$ cat src/rtl/ak5394a_rate_sequencer_if.sv
// Rate-request channel between host control logic and the AK5394A sequencer.
// Latency: ready/reject are registered in the sequencer; a request fires on valid&ready.
// Backpressure: ready is low while a reset/calibration pass runs; requests then are dropped.
interface ak5394a_rate_sequencer_if;
  logic [1:0] rate_req;
  logic       rate_req_valid;
  logic       rate_req_ready;
  logic       req_reject;

  modport master (
    output rate_req,
    output rate_req_valid,
    input  rate_req_ready,
    input  req_reject
  );

  modport slave (
    input  rate_req,
    input  rate_req_valid,
    output rate_req_ready,
    output req_reject
  );
endinterface

$ cat src/rtl/ak5394a_rate_sequencer.sv
// AK5394A power-up, reset, rate-select and calibration sequencer on ADC_MCLK.
// Latency: all outputs registered; an accepted request drops ADC_RSTN on the next edge.
// Backpressure: rate_req_ready only in RUN/ERROR; other-state requests are ignored, not queued.
module ak5394a_rate_sequencer #(
  parameter logic [24:0] VREF_DELAY   = 25'hCE5000,
  parameter int unsigned RST_CYCLES   = 4,
  parameter int unsigned CAL_RISE_WIN = 1024,
  parameter logic [23:0] CAL_TIMEOUT  = 24'h100000
) (
  input  logic                      ADC_MCLK,
  input  logic                      reset,
  ak5394a_rate_sequencer_if.slave   req_if,
  input  logic                      ADC_CAL,
  output logic                      ADC_RSTN,
  output logic [1:0]                ADC_DFS,
  output logic                      adc_run,
  output logic                      cal_error,
  output logic [1:0]                rate_cur
);

  localparam logic [23:0] RST_LAST      = 24'(RST_CYCLES - 1);
  localparam logic [23:0] CAL_RISE_LAST = 24'(CAL_RISE_WIN - 1);
  localparam logic [23:0] CAL_TO_LAST   = CAL_TIMEOUT - 24'd1;

  typedef enum logic [2:0] {
    S_PWRUP,
    S_RST,
    S_CAL_RISE,
    S_CAL_FALL,
    S_RUN,
    S_ERROR
  } state_t;

  state_t      state_q, state_d;
  logic [24:0] pwr_cnt_q, pwr_cnt_d;
  logic [23:0] cnt_q, cnt_d;
  logic [1:0]  cal_sync_q, cal_sync_d;
  logic [1:0]  pend_rate_q, pend_rate_d;
  logic        adc_rstn_q, adc_rstn_d;
  logic [1:0]  adc_dfs_q, adc_dfs_d;
  logic        adc_run_q, adc_run_d;
  logic        cal_error_q, cal_error_d;
  logic        rdy_q, rdy_d;
  logic        reject_q, reject_d;

  logic        cal_s;
  logic        req_fire;
  logic        req_legal;
  logic [23:0] cnt_inc;

  // Next-state, counters and registered-output values
  always_comb begin
    cal_s       = cal_sync_q[1];
    req_fire    = req_if.rate_req_valid & rdy_q;
    req_legal   = (req_if.rate_req != 2'b11);
    cnt_inc     = (cnt_q == '1) ? cnt_q : cnt_q + 24'd1;

    state_d     = state_q;
    pwr_cnt_d   = pwr_cnt_q;
    cnt_d       = cnt_q;
    cal_sync_d  = {cal_sync_q[0], ADC_CAL};
    pend_rate_d = pend_rate_q;
    adc_dfs_d   = adc_dfs_q;
    reject_d    = 1'b0;

    case (state_q)
      // The cycle right after reset still shows RSTN low, so the counter equals the
      // number of RSTN-high cycles; leaving at VREF_DELAY gives the full settle time.
      S_PWRUP: begin
        if (pwr_cnt_q == VREF_DELAY) begin
          state_d = S_RST;
          cnt_d   = '0;
        end else if (pwr_cnt_q != '1) begin
          pwr_cnt_d = pwr_cnt_q + 25'd1;
        end
      end
      S_RST: begin
        if (cnt_q == RST_LAST) begin
          state_d = S_CAL_RISE;
          cnt_d   = '0;
        end else begin
          cnt_d = cnt_inc;
        end
      end
      S_CAL_RISE: begin
        if (cal_s) begin
          state_d = S_CAL_FALL;
          cnt_d   = '0;
        end else if (cnt_q == CAL_RISE_LAST) begin
          state_d = S_ERROR;
        end else begin
          cnt_d = cnt_inc;
        end
      end
      // No filtering: the first low synchronized sample ends calibration.
      S_CAL_FALL: begin
        if (!cal_s) begin
          state_d = S_RUN;
        end else if (cnt_q == CAL_TO_LAST) begin
          state_d = S_ERROR;
        end else begin
          cnt_d = cnt_inc;
        end
      end
      // Any legal rate, even the current one, reruns reset and calibration.
      S_RUN, S_ERROR: begin
        if (req_fire) begin
          if (req_legal) begin
            pend_rate_d = req_if.rate_req;
            state_d     = S_RST;
            cnt_d       = '0;
          end else begin
            reject_d = 1'b1;
          end
        end
      end
      default: begin
        state_d = S_PWRUP;
      end
    endcase

    // DFS loads only on the edge that pulls RSTN low, so it never moves while RSTN is high.
    if (state_d == S_RST && state_q != S_RST) begin
      adc_dfs_d = pend_rate_d;
    end

    // Outputs follow the next state so adc_run drops on the same edge RSTN falls.
    adc_rstn_d  = (state_d != S_RST);
    adc_run_d   = (state_d == S_RUN);
    cal_error_d = (state_d == S_ERROR);
    rdy_d       = (state_d == S_RUN) || (state_d == S_ERROR);
  end

  // State, counters, CAL synchronizer and registered outputs
  always_ff @(posedge ADC_MCLK or posedge reset) begin
    if (reset) begin
      state_q     <= S_PWRUP;
      pwr_cnt_q   <= '0;
      cnt_q       <= '0;
      cal_sync_q  <= '0;
      pend_rate_q <= 2'b00;
      adc_rstn_q  <= 1'b0;
      adc_dfs_q   <= 2'b00;
      adc_run_q   <= 1'b0;
      cal_error_q <= 1'b0;
      rdy_q       <= 1'b0;
      reject_q    <= 1'b0;
    end else begin
      state_q     <= state_d;
      pwr_cnt_q   <= pwr_cnt_d;
      cnt_q       <= cnt_d;
      cal_sync_q  <= cal_sync_d;
      pend_rate_q <= pend_rate_d;
      adc_rstn_q  <= adc_rstn_d;
      adc_dfs_q   <= adc_dfs_d;
      adc_run_q   <= adc_run_d;
      cal_error_q <= cal_error_d;
      rdy_q       <= rdy_d;
      reject_q    <= reject_d;
    end
  end

  assign ADC_RSTN              = adc_rstn_q;
  assign ADC_DFS               = adc_dfs_q;
  assign rate_cur              = adc_dfs_q;
  assign adc_run               = adc_run_q;
  assign cal_error             = cal_error_q;
  assign req_if.rate_req_ready = rdy_q;
  assign req_if.req_reject     = reject_q;

endmodule

$ cat src/flat_wrapper.sv
// flat-port wrapper written by rule: the top's interface ports become plain ports
module ak5394a_rate_sequencer_flat 
#(
  parameter logic [24:0] VREF_DELAY   = 25'hCE5000,
  parameter int unsigned RST_CYCLES   = 4,
  parameter int unsigned CAL_RISE_WIN = 1024,
  parameter logic [23:0] CAL_TIMEOUT  = 24'h100000
)
  (ADC_MCLK, reset, ADC_CAL, ADC_RSTN, ADC_DFS, adc_run, cal_error, rate_cur, req_if_rate_req, req_if_rate_req_valid, req_if_rate_req_ready, req_if_req_reject);
  ak5394a_rate_sequencer_if req_if_i ();
  input  logic ADC_MCLK;
  input  logic reset;
  input  logic ADC_CAL;
  output logic ADC_RSTN;
  output logic [1:0] ADC_DFS;
  output logic adc_run;
  output logic cal_error;
  output logic [1:0] rate_cur;
  input wire logic [$bits(req_if_i.rate_req)-1:0] req_if_rate_req;
  input wire logic [$bits(req_if_i.rate_req_valid)-1:0] req_if_rate_req_valid;
  output wire logic [$bits(req_if_i.rate_req_ready)-1:0] req_if_rate_req_ready;
  output wire logic [$bits(req_if_i.req_reject)-1:0] req_if_req_reject;
  assign req_if_i.rate_req = req_if_rate_req;
  assign req_if_i.rate_req_valid = req_if_rate_req_valid;
  assign req_if_rate_req_ready = req_if_i.rate_req_ready;
  assign req_if_req_reject = req_if_i.req_reject;
  ak5394a_rate_sequencer #(.VREF_DELAY(VREF_DELAY), .RST_CYCLES(RST_CYCLES), .CAL_RISE_WIN(CAL_RISE_WIN), .CAL_TIMEOUT(CAL_TIMEOUT)) u_core (.ADC_MCLK(ADC_MCLK), .reset(reset), .req_if(req_if_i), .ADC_CAL(ADC_CAL), .ADC_RSTN(ADC_RSTN), .ADC_DFS(ADC_DFS), .adc_run(adc_run), .cal_error(cal_error), .rate_cur(rate_cur));
endmodule
$ cat config.mk
export PLATFORM = sky130hd
export DESIGN_NAME = ak5394a_rate_sequencer_flat
export DESIGN_NICKNAME = d
export VERILOG_FILES = /design/src/rtl/ak5394a_rate_sequencer_if.sv /design/src/rtl/ak5394a_rate_sequencer.sv /design/src/flat_wrapper.sv
export SDC_FILE = /design/constraint.sdc
export NUM_CORES = 1
export LEC_CHECK = 0
export ABC_AREA = 1
export CAP_MARGIN = 20
export CORE_MARGIN = 4
export CORE_UTILIZATION = 55
export CTS_BUF_LIST = sky130_fd_sc_hd__clkbuf_8
export CTS_CLUSTER_SIZE = 10
export DETAILED_ROUTE_END_ITERATION = 8
export GPL_ROUTABILITY_DRIVEN = 0
export GPL_TIMING_DRIVEN = 0
export PLACE_DENSITY = 0.76
export SLEW_MARGIN = 10
export SYNTH_ARGS = -nofsm -noshare
export SYNTH_HDL_FRONTEND = slang
export SYNTH_SLANG_ARGS = --single-unit
$ cat constraint.sdc
create_clock -name ADC_MCLK -period 1.8 [get_ports ADC_MCLK]
set_input_delay 0.36 -clock ADC_MCLK [delete_from_list [all_inputs] [get_ports ADC_MCLK]]
set_output_delay 0.36 -clock ADC_MCLK [all_outputs]
set_load 0.005 [all_outputs]
==> results.sh <==
export IMPL_syn_area_sq_um=4430
export IMPL_period_needed_ps=1870
export IMPL_worstRegToRegCells=13
export IMPL_path_clk_slew_ps=80
export IMPL_synthFlopType="dfrtp_1"
export IMPL_end_kind="flop"
export IMPL_vias=4644
export IMPL_dp_hpwl_um=8180
export IMPL_overflow=0
export IMPL_rsz0062_at_grt="true"
export IMPL_post_route_period_util=1.04
export IMPL_dieWidth_um=97.8
export IMPL_status="finished, violations left"
export IMPL_maxCapViolCount=0
export IMPL_grt_pass1_vias=4338
export IMPL_start_util=0.571
export IMPL_worstPathRequired_ps=2050
export IMPL_synth_cells=655
export IMPL_synth_edff_count=0
export IMPL_post_route_util=0.731
export IMPL_hold_path_class="reg -> reg"
export IMPL_root_buffer="clkbuf_8"
export IMPL_n_antenna_cell=0
export IMPL_drt_pass1_iterations=5
export IMPL_finalSetupViolations=30
export IMPL_r2r_slack_ps=-70
export IMPL_ys_async_sr_fraction=1.00
export IMPL_powerDensity_nw_per_um2=1110
export IMPL_fin_nets=733
export IMPL_worstSetupPathType="reg -> reg"
export IMPL_hold_depth=0
export IMPL_grt_pass1_wl_um=20200
export IMPL_fillers=590
export IMPL_clk_path_buf_depth=2
export IMPL_worst_pin_slew_ps=792
export IMPL_dieArea_sq_um=9560
export IMPL_coreArea_sq_um=7770
export IMPL_fin_setup_tns_ps=-1100
export IMPL_hold_violations=0
export IMPL_drt_iter0_drc=384
export IMPL_hold_end="u_core.cal_sync_q[1]"
export IMPL_yosys_cell_types_count=35
export IMPL_slew_violations=0
export IMPL_synth_yosys_seq_area_share=0.356
export IMPL_synth_fp_nets=664
export IMPL_max_freq_mhz=534
export IMPL_p_total_mw=6.29
export IMPL_ant_nets=0
export IMPL_routedWlPerCell_um=14.8
export IMPL_yosys_warnings=0
export IMPL_via_per_inst=5.59
export IMPL_io_buffers=14
export IMPL_fp_dieH_um=97.8
export IMPL_clock_skew_ps=9.05
export IMPL_avgSynthCellArea_sq_um=6.77
export IMPL_grt_max_degree=35
export IMPL_violations="negative setup slack"
export IMPL_cts_max_level=3
export IMPL_grt_usage=0.259
export IMPL_hold_start="u_core.cal_sync_q[0]"
export IMPL_r2r_start="u_core.cnt_q[0]"
export IMPL_relSlewSlack=0.471
export IMPL_p_leak_nw=2.77
export IMPL_worst_slack_ps=-73.0
export IMPL_crit_arrival_ps=2120
export IMPL_vdd_drop_max_mv=0.770
export IMPL_critPathLaunchType="flop"
export IMPL_areaGrowthSynthToFinish_pct=28.2
export IMPL_r2r_end="u_core.cnt_q[7]"
export IMPL_rows=32
export IMPL_cts_tree="built"
export IMPL_drive_gt1_frac=0.247
export IMPL_wirelength_um=12300
export IMPL_antenna_found_initial=0
export IMPL_cts_sinks=63
export IMPL_numCtsBuffers=9
export IMPL_synth_seq_cells=63
export IMPL_clkLatencyLatePin_ps=360
export IMPL_ioPinCount=15
export IMPL_critical_path_max_fanout=5
export IMPL_drcViolationCount=0
## metrics by stage
| step | hold slack [ps] | worst slack [ps] | cell area, sq um | cells |
|---|---|---|---|---|
| finish | 362 | -73.0 | 5680 | 831 |
| CTS | 359 | -89.5 | 5420 | 815 |
| global placement | 335 | -364 | 4730 | 771 |
| floorplan | 331 | 3.64 | 4460 | 655 |
| global route | 379 | -150 | 5680 | 831 |
| detailed placement | 340 | -461 | 4750 | 772 |
## cell type report
class | count | area, sq um | area share
Clock inverter | 7 | 128 | 0.0225
Inverter | 71 | 282 | 0.0495
Sequential cell | 63 | 1590 | 0.280
Clock buffer | 9 | 124 | 0.0218
Multi-Input combinational cell | 505 | 2760 | 0.486
Tap cell | 102 | 128 | 0.0225
Buffer | 16 | 139 | 0.0244
Timing Repair Buffer | 58 | 529 | 0.0932
## sequential cells by signal (all words and copies together) (netlist names)
signal                        count
u_core.ADC_DFS                    2
u_core.adc_run                    1
u_core.cnt_q                     24
u_core.ADC_RSTN                   1
u_core.cal_sync_q                 2
u_core.state_q                    3
u_core.pwr_cnt_q                 25
u_core.cal_error                  1
u_core.req_if.rate_req_ready      1
u_core.req_if.req_reject          1
u_core.pend_rate_q                2
## synth_stat cells (8+ instances only)
cell type    n  share of area
o211ai_1    15          0.025
nand2_1    226           0.19
inv_1       61          0.052
xor2_1      23          0.045
nand4_1     21          0.030
nand3_1     50          0.056
dfrtp_1     63           0.36
xnor2_1      8          0.016
nor2_1      85          0.072
nor3_1      16          0.018
o21ai_1     14          0.016
o21ai_2      8          0.016
## what timing repair did
action	in CTS	in global routing
gates resized for setup	60	53
cloned	3	0
hold buffers	0	0
setup buffers	24	16
pin swaps	23	27
setup endpoints to repair	53	54
## where the power goes
part           switching, mW  total (mW)  internal, mW
clock network          0.660        1.60         0.941
registers              0.130        1.73          1.60
logic                   1.73        2.96          1.23
## worst max-delay path by stage
stage	start	to	slack (ps)	depth (start not counted)
floorplan	u_core.pwr_cnt_q[0]	u_core.pwr_cnt_q[4]	4	12
global placement	req_if_rate_req[0]	u_core.cnt_q[7]	-360	11
detailed placement	req_if_rate_req[0]	u_core.cnt_q[7]	-460	11
CTS	u_core.cnt_q[0]	u_core.cnt_q[23]	-90	13
global route	u_core.cnt_q[1]	u_core.cnt_q[15]	-150	13
finish	u_core.cnt_q[0]	u_core.cnt_q[7]	-70	13
## metal layers
| layer | global-route usage | part of all wire |
|---|---|---|
| met4 | 0.102 | 0.034 |
| met3 | 0.0443 | 0.077 |
| met2 | 0.430 | 0.48 |
| met5 | 0 | 0 |
| met1 | 0.340 | 0.41 |
## cells in the final DEF, fill, tap and decap left out, types with 10 or more instances in the layout
cell,synthesis,final
buf_4,3,39
buf_6,2,10
clkdlybuf4s50_1,0,14
dfrtp_1,63,52
dfrtp_2,0,11
inv_1,61,56
nand2_1,226,200
nand2_2,6,27
nand3_1,50,44
nand4_1,21,21
nor2_1,85,72
nor3_1,16,14
o211ai_1,15,15
o21ai_1,14,11
o21ai_2,8,11
xor2_1,23,22
## cells by family (layout without fill, tap and decap cells)
logic type | after synthesis | after routing | synth area share
fa+ha+maj | 3 | 3 | 0.00847
xor+xnor | 31 | 31 | 0.0613
compound gates | 48 | 48 | 0.0748
flops | 63 | 63 | 0.356
buf+inv | 87 | 161 | 0.0824
simple gates | 423 | 423 | 0.417
## critical path, cell delays in order (launching register included)
cell and delay (ps):
dfrtp_2 430, ha_4 180, nand2_4 80, nor2_4 50
nand2_4 110, inv_4 50, nand4_1 90, nand2_1 100
nor2_4 200, nand2_8 100, buf_6 140, buf_6 130
nand2_2 50, nand2_1 50
Note: power is estimated with default switching activity, not from simulation.
